$ cat src/rtl/cpu_defs.sv
// Shared CPU definitions: opcodes, instruction field layout, fetch FSM encoding.
package cpu_defs;

  localparam int unsigned XLEN   = 32;
  localparam int unsigned OP_W   = 6;
  localparam int unsigned REG_W  = 5;
  localparam int unsigned IMM_W  = 16;
  localparam int unsigned FUNC_W = 11;
  localparam int unsigned JIDX_W = 26;
  localparam int unsigned CNT_W  = 4;

  localparam int unsigned OP_LSB   = 26;
  localparam int unsigned RS_LSB   = 21;
  localparam int unsigned RT_LSB   = 16;
  localparam int unsigned RD_LSB   = 11;
  localparam int unsigned IMM_LSB  = 0;
  localparam int unsigned FUNC_LSB = 0;
  localparam int unsigned JIDX_LSB = 0;

  localparam logic [OP_W-1:0] OP_J   = 6'b000000;
  localparam logic [OP_W-1:0] OP_BEQ = 6'b000010;
  localparam logic [OP_W-1:0] OP_ALU = 6'b000100;
  localparam logic [OP_W-1:0] OP_SW  = 6'b001100;
  localparam logic [OP_W-1:0] OP_LW  = 6'b001110;

  typedef enum logic [3:0] {
    FS_IDLE = 4'b0001,
    FS_REQ  = 4'b0010,
    FS_WAIT = 4'b0100,
    FS_ERR  = 4'b1000
  } fetch_state_e;

  // Deferred PC update captured while a fetch is in flight.
  typedef struct packed {
    logic            sel;
    logic [XLEN-1:0] target;
  } pc_upd_t;

endpackage

$ cat src/rtl/instr_fetch_unit_if.sv
// Instruction memory read channel (req/ack handshake).
interface instr_fetch_unit_if;
  import cpu_defs::*;

  logic            imem_req;
  logic [XLEN-1:0] imem_addr;
  logic            imem_ack;
  logic [XLEN-1:0] imem_rdata;

  modport master (output imem_req, output imem_addr, input imem_ack, input imem_rdata);
  modport slave  (input imem_req, input imem_addr, output imem_ack, output imem_rdata);

endinterface

$ cat src/rtl/instr_fetch_unit_pc_reg.sv
// Program counter with deferred-update latch and branch target alignment check.
module pc_reg
  import cpu_defs::*;
#(
  parameter logic [XLEN-1:0] RESET_PC = '0
) (
  input  logic            clk,
  input  logic            reset,
  input  logic            renew,
  input  logic            sel,
  input  logic [XLEN-1:0] target,
  input  logic            hold,
  output logic [XLEN-1:0] pc,
  output logic [XLEN-1:0] npc,
  output logic            misalign_c
);

  logic [XLEN-1:0] pc_q, pc_d;
  logic            pend_q, pend_d;
  pc_upd_t         pend_upd_q, pend_upd_d;
  pc_upd_t         new_upd, cur_upd;

  always_comb begin
    pc_d           = pc_q;
    pend_d         = pend_q;
    pend_upd_d     = pend_upd_q;
    new_upd.sel    = sel;
    new_upd.target = {target[XLEN-1:2], 2'b00};
    cur_upd        = renew ? new_upd : pend_upd_q;
    // While a fetch holds the address, park the newest request instead of applying it.
    if (renew && hold) begin
      pend_d     = 1'b1;
      pend_upd_d = new_upd;
    end else if (!hold && (renew || pend_q)) begin
      pc_d   = cur_upd.sel ? cur_upd.target : pc_q + XLEN'(4);
      pend_d = 1'b0;
    end
  end

  always_ff @(posedge clk or negedge reset) begin
    if (!reset) begin
      pc_q       <= RESET_PC;
      pend_q     <= 1'b0;
      pend_upd_q <= '0;
    end else begin
      pc_q       <= pc_d;
      pend_q     <= pend_d;
      pend_upd_q <= pend_upd_d;
    end
  end

  assign pc         = pc_q;
  assign npc        = pc_q + XLEN'(4);
  assign misalign_c = renew && sel && (target[1:0] != 2'b00);

endmodule

$ cat src/rtl/instr_fetch_unit.sv
// Fetch stage: PC, instruction register, imem req/ack FSM and fixed-field decode.
module instr_fetch_unit
  import cpu_defs::*;
#(
  parameter logic [XLEN-1:0] RESET_PC  = 32'h0000_0000,
  parameter logic [XLEN-1:0] NOP_INSTR = 32'h1000_0000,
  parameter int unsigned     TIMEOUT   = 15
) (
  input  logic                clk,
  input  logic                reset,
  input  logic                ir_write,
  input  logic                renew_pc,
  input  logic                next_address_select,
  input  logic [XLEN-1:0]     branch_target,
  instr_fetch_unit_if.master  imem,
  output logic [XLEN-1:0]     pc,
  output logic [XLEN-1:0]     npc,
  output logic [XLEN-1:0]     instruction,
  output logic [OP_W-1:0]     op_code,
  output logic [REG_W-1:0]    rs,
  output logic [REG_W-1:0]    rt,
  output logic [REG_W-1:0]    rd,
  output logic [IMM_W-1:0]    imm16,
  output logic [FUNC_W-1:0]   alu_func,
  output logic [JIDX_W-1:0]   jump_index,
  output logic                instr_valid,
  output logic                fetch_busy,
  output logic                fetch_error
);

  fetch_state_e     state_q, state_d;
  logic [CNT_W-1:0] cnt_q, cnt_d;
  logic             armed_q, armed_d;
  logic             defer_q, defer_d;
  logic [XLEN-1:0]  ir_q, ir_d;
  logic             valid_q, valid_d;
  logic             busy_q, busy_d;
  logic             err_q, err_d;
  logic             in_flight_c, hold_c, misalign_c, launch_c;

  assign in_flight_c = (state_q == FS_REQ) || (state_q == FS_WAIT);
  assign hold_c      = (state_q == FS_ERR) || (in_flight_c && !imem.imem_ack);

  pc_reg #(.RESET_PC(RESET_PC)) u_pc_reg (
    .clk        (clk),
    .reset      (reset),
    .renew      (renew_pc),
    .sel        (next_address_select),
    .target     (branch_target),
    .hold       (hold_c),
    .pc         (pc),
    .npc        (npc),
    .misalign_c (misalign_c)
  );

  always_comb begin
    state_d  = state_q;
    cnt_d    = cnt_q;
    defer_d  = defer_q;
    ir_d     = ir_q;
    valid_d  = 1'b0;
    err_d    = err_q | misalign_c;
    launch_c = 1'b0;
    unique case (state_q)
      FS_IDLE: begin
        // A same-edge PC update wins; the fetch launches one cycle later from the new PC.
        if ((ir_write && armed_q) || defer_q) begin
          if (renew_pc) begin
            defer_d = 1'b1;
          end else begin
            launch_c = 1'b1;
            defer_d  = 1'b0;
            cnt_d    = '0;
            state_d  = FS_REQ;
          end
        end
      end
      FS_REQ, FS_WAIT: begin
        if (imem.imem_ack) begin
          ir_d    = imem.imem_rdata;
          valid_d = 1'b1;
          state_d = FS_IDLE;
        end else if ((5'(cnt_q) + 5'd1) == 5'(TIMEOUT)) begin
          err_d   = 1'b1;
          state_d = FS_ERR;
        end else begin
          cnt_d   = cnt_q + CNT_W'(1);
          state_d = FS_WAIT;
        end
      end
      FS_ERR: ;
      default: state_d = FS_IDLE;
    endcase
    busy_d  = (state_d == FS_REQ) || (state_d == FS_WAIT);
    armed_d = !ir_write ? 1'b1 : (launch_c ? 1'b0 : armed_q);
  end

  always_ff @(posedge clk or negedge reset) begin
    if (!reset) begin
      state_q <= FS_IDLE;
      cnt_q   <= '0;
      armed_q <= 1'b1;
      defer_q <= 1'b0;
      ir_q    <= NOP_INSTR;
      valid_q <= 1'b0;
      busy_q  <= 1'b0;
      err_q   <= 1'b0;
    end else begin
      state_q <= state_d;
      cnt_q   <= cnt_d;
      armed_q <= armed_d;
      defer_q <= defer_d;
      ir_q    <= ir_d;
      valid_q <= valid_d;
      busy_q  <= busy_d;
      err_q   <= err_d;
    end
  end

  assign imem.imem_req  = busy_q;
  assign imem.imem_addr = pc;
  assign fetch_busy     = busy_q;
  assign instr_valid    = valid_q;
  assign fetch_error    = err_q;
  assign instruction    = ir_q;

  assign op_code    = ir_q[OP_LSB +: OP_W];
  assign rs         = ir_q[RS_LSB +: REG_W];
  assign rt         = ir_q[RT_LSB +: REG_W];
  assign rd         = ir_q[RD_LSB +: REG_W];
  assign imm16      = ir_q[IMM_LSB +: IMM_W];
  assign alu_func   = ir_q[FUNC_LSB +: FUNC_W];
  assign jump_index = ir_q[JIDX_LSB +: JIDX_W];

endmodule

$ cat src/flat_wrapper.sv
// flat-port wrapper written by rule: the top's interface ports become plain ports
module instr_fetch_unit_flat import cpu_defs::*;
#(
  parameter logic [XLEN-1:0] RESET_PC  = 32'h0000_0000,
  parameter logic [XLEN-1:0] NOP_INSTR = 32'h1000_0000,
  parameter int unsigned     TIMEOUT   = 15
)
  (clk, reset, ir_write, renew_pc, next_address_select, branch_target, pc, npc, instruction, op_code, rs, rt, rd, imm16, alu_func, jump_index, instr_valid, fetch_busy, fetch_error, imem_imem_req, imem_imem_addr, imem_imem_ack, imem_imem_rdata);
  instr_fetch_unit_if imem_i ();
  input  logic clk;
  input  logic reset;
  input  logic ir_write;
  input  logic renew_pc;
  input  logic next_address_select;
  input  logic [XLEN-1:0] branch_target;
  output logic [XLEN-1:0] pc;
  output logic [XLEN-1:0] npc;
  output logic [XLEN-1:0] instruction;
  output logic [OP_W-1:0] op_code;
  output logic [REG_W-1:0] rs;
  output logic [REG_W-1:0] rt;
  output logic [REG_W-1:0] rd;
  output logic [IMM_W-1:0] imm16;
  output logic [FUNC_W-1:0] alu_func;
  output logic [JIDX_W-1:0] jump_index;
  output logic instr_valid;
  output logic fetch_busy;
  output logic fetch_error;
  output wire logic [$bits(imem_i.imem_req)-1:0] imem_imem_req;
  output wire logic [$bits(imem_i.imem_addr)-1:0] imem_imem_addr;
  input wire logic [$bits(imem_i.imem_ack)-1:0] imem_imem_ack;
  input wire logic [$bits(imem_i.imem_rdata)-1:0] imem_imem_rdata;
  assign imem_imem_req = imem_i.imem_req;
  assign imem_imem_addr = imem_i.imem_addr;
  assign imem_i.imem_ack = imem_imem_ack;
  assign imem_i.imem_rdata = imem_imem_rdata;
  instr_fetch_unit #(.RESET_PC(RESET_PC), .NOP_INSTR(NOP_INSTR), .TIMEOUT(TIMEOUT)) u_core (.clk(clk), .reset(reset), .ir_write(ir_write), .renew_pc(renew_pc), .next_address_select(next_address_select), .branch_target(branch_target), .imem(imem_i), .pc(pc), .npc(npc), .instruction(instruction), .op_code(op_code), .rs(rs), .rt(rt), .rd(rd), .imm16(imm16), .alu_func(alu_func), .jump_index(jump_index), .instr_valid(instr_valid), .fetch_busy(fetch_busy), .fetch_error(fetch_error));
endmodule
$ cat config.mk
export PLATFORM = sky130hd
export DESIGN_NAME = instr_fetch_unit_flat
export DESIGN_NICKNAME = d
export VERILOG_FILES = /design/src/rtl/cpu_defs.sv /design/src/rtl/instr_fetch_unit_if.sv /design/src/rtl/instr_fetch_unit_pc_reg.sv /design/src/rtl/instr_fetch_unit.sv /design/src/flat_wrapper.sv
export SDC_FILE = /design/constraint.sdc
export NUM_CORES = 1
export LEC_CHECK = 0
export ABC_AREA = 1
export BUFFER_PORTS_ARGS = -buffer_cell sky130_fd_sc_hd__buf_2
export CORE_ASPECT_RATIO = 0.5
export CORE_MARGIN = 2
export CORE_UTILIZATION = 49
export CTS_CLUSTER_SIZE = 10
export DETAILED_ROUTE_END_ITERATION = 10
export PLACE_DENSITY = 0.9
export SYNTH_ARGS = -nofsm -noshare
export SYNTH_HDL_FRONTEND = slang
export SYNTH_HIERARCHICAL = 1
export SYNTH_SLANG_ARGS = --single-unit
$ cat constraint.sdc
create_clock -name clk -period 2.22 [get_ports clk]
set_input_delay 0 -clock clk [delete_from_list [all_inputs] [get_ports clk]]
set_output_delay 0 -clock clk [all_outputs]
set_load 0.01 [all_outputs]
==> reports/metrics.cfg <==
[timing]
worst_hold_slack_ps=32.00
worst_slew_pin_slew_ps=711.8
final-hold-violation-count=0
slew_viol_final=0
rsz0062_at_grt=false
slew-limit-headroom_pct=52.55
setup_tns_ps=0
setup_viol=0
clock_skew_ps=12.22
fmax_mhz=483.3
timing.final.ws_setup_ps=150.9
fin_crit_sh_pct=93.20
period_minus_slack_ps=2069

[logic_synthesis]
synthArstFlopShare_pct=100.0
synthMuxAreaShare_pct=1.666
syn_area_mm2=0.006759
synth_compound_area_share_pct=10.55
yosys.area.top_type=dfrtp_1
synth-edff-count=0
synth_cells=888
synth_xor_xnor_area_share_pct=1.388
ys_types=40
ys_seq_area_share_pct=39.67
ys.flop_type=dfrtp_1
avgSynthCellArea_um2=7.611
synth_area_leaders=dfrtp_1, nand2_1, buf_4
yosysWarnings=6
yosysTopAreaCellShare_pct=38.50
synth_fa_ha_area_share_pct=0.5553
synth_seq_cells=107
synth_simple_gate_area_share_pct=26.77
synth_top_family_by_area=simple AND/OR/NAND/NOR gates

[pwr]
power.total_mw=11.38
seqPwrFrac_pct=33.9
p_comb_share_pct=52.0
switching_power_mw=5.262
p_sw_share_pct=46.25
internal_power_mw=6.114
peakVddDrop_mv=0.8084
clock_power_share_pct=14.1
power_leakage_nw=4.609
power-per-cell-area_mw_per_mm2=1351

[worst_setup_path]
crit_type=register to output port
r2r_end=u_core/u_pc_reg/pc[20]
cp_slowest_cell=dfrtp_1
crit_path_max_fanout=6
timing.rr.start=u_core/state_q[0]
cp-end-kind=output port
rr_worst_depth=12
r2r_setup_slack_ps=170
crit_end=npc[14]
start_kind=register
max_stage_delay_ps=440
timing.critical_path.from=u_core/u_pc_reg/pc[3]
critPathRequiredTime_ps=2220
crit_top_cell=nand2_1
path_cells=ha_1 -> nand2_1 -> nor2_4 -> nand2_4 -> nor2_2 -> nand2_1 -> and2_1 -> buf_2
crit_arrival_ps=2070

[global_routing]
track_usage_pct=26.85
grt_pass1_vias=6377
gr-total-overflow=0
antenna_found_initial=0
grt_pass1_wl_um=31370
grt_max_degree=56

[drt]
finalWirelength_um=20060
wl_per_cell_um=15.56
ant_nets=0
dr.pass1.iters=5
drc=0
dr.first_iter.drc_count=516
vias_per_cell=5.256
vias=6775

[final_layout]
final_area_mm2=0.008418
nNetsFinal=1181
final_cell_mix=nand2_1, buf_2, dfrtp_1, dlygate4sd3_1, inv_1
final_common_cell=nand2_1
drive_above_1_share_pct=31.54
utilization_pct=62.30
largest_reg_flops=32
antenna_cells=0
area_growth_pct=24.55
finalNonFillerCells=1289

[clock_tree]
cts_sinks=107
cts_tree=yes
clk_latency_ps=350
cts_buffer_depth=2
cts_root_buffer=clkbuf_16
htreeDepth=3
clk_pin_slew_ps=70
numCtsBuffers=9

[floorplan]
fp.dieH_um=87.05
fp.dieW_um=170.1
initial_core_util_pct=50.02
pin_count=276
core_area_mm2=0.01351
die_area_mm2=0.01481
rows=30

[place]
placed_cells=1205
place_congestion=0.9435
dpl.hpwl_um=13110
dpl_cell_area_mm2=0.007433
portBuffers=269
post-place-ws_ps=80.65

[worst_hold_path]
min_path_type=primary input to register

[run]
maxCapViolCount=0

[outcome]
outcome=finished, final reports clean

-- cell families after synthesis --
group / Yosys count
and+or+nand+nor: 415
buffers and inverters: 210
AOI/OAI and AO/OA: 133
DFF: 107
muxes: 10
xor gates and xnor gates: 9
adders and majority gates: 3
other: 1
-- worst min path at each step --
stage	start	to	slack [ps]	cells past startpoint
final	imem_imem_ack	u_core/fetch_error	30	4
after global routing	imem_imem_ack	u_core/state_q[3]	50	4
after CTS	imem_imem_ack	u_core/state_q[3]	30	4
after detailed placement	reset	u_core/u_pc_reg/pc[5]	90	1
after global placement	reset	u_core/u_pc_reg/pc[5]	100	1
after floorplan	reset	u_core/cnt_q[0]	-300	0
-- metal layers --
layer  global-route usage (%)  routed length, um
met5                        0                  0
met4                    11.34                682
met3                    6.179               1784
met2                    47.63               9980
met1                    31.85               7615
-- power by group through the flow --
stage / clock network [mW] / logic, mW / registers (mW)
global route: 1.72 / 6.44 / 3.99
floorplan: 0 / 4.30 / 3.90
finish: 1.60 / 5.92 / 3.86
detailed placement: 0 / 5.69 / 3.82
CTS: 1.64 / 5.81 / 3.80
global placement: 0 / 5.53 / 3.77
-- cell usage after synthesis (2+ instances only) --
master    number
nand2_1      290
buf_4        115
dfrtp_1      104
inv_1         61
o21ai_0       58
nor2_1        50
o21ai_1       30
nand3_1       28
a21oi_1       27
nand3b_1      12
clkbuf_1      11
mux2_2        10
buf_2          9
a31oi_1        8
nand2_2        7
nor2_2         6
nor2_4         6
buf_6          5
xor2_1         5
buf_8          3
dfstp_2        3
ha_1           3
inv_2          3
nand2_4        3
nand3_2        3
nand4_1        3
o211ai_1       3
o21ai_2        3
a22oi_1        2
and2_1         2
clkbuf_2       2
nor2_8         2
or2_2          2
xnor2_1        2
xor2_2         2
-- what timing repair did --
| item | CTS | global route |
|---|---|---|
| setup endpoints to repair | 0 | 11 |
| hold buffers | 68 | 0 |
| endpoints found under the hold margin | 117 | 0 |
| setup buffers | 0 | 0 |
| gates resized for setup | 0 | 2 |
-- cell type report --
class	instances	area (um2)
clock buffers	9	225.2
clock inverters	7	76.32
repair buffers	351	2185
inverters	65	249.0
multi-input cells	574	2781
well taps	176	220.2
fillers	1071	5095
flip-flops and latches	107	2681
-- critical path: cells and delay by family, from the launching register on --
family        cells  cell delay, ps
buf+inv           1             140
flops             1             440
simple gates      6             850
fa+ha+maj         1             300
(Power assumes the default switching activity.)
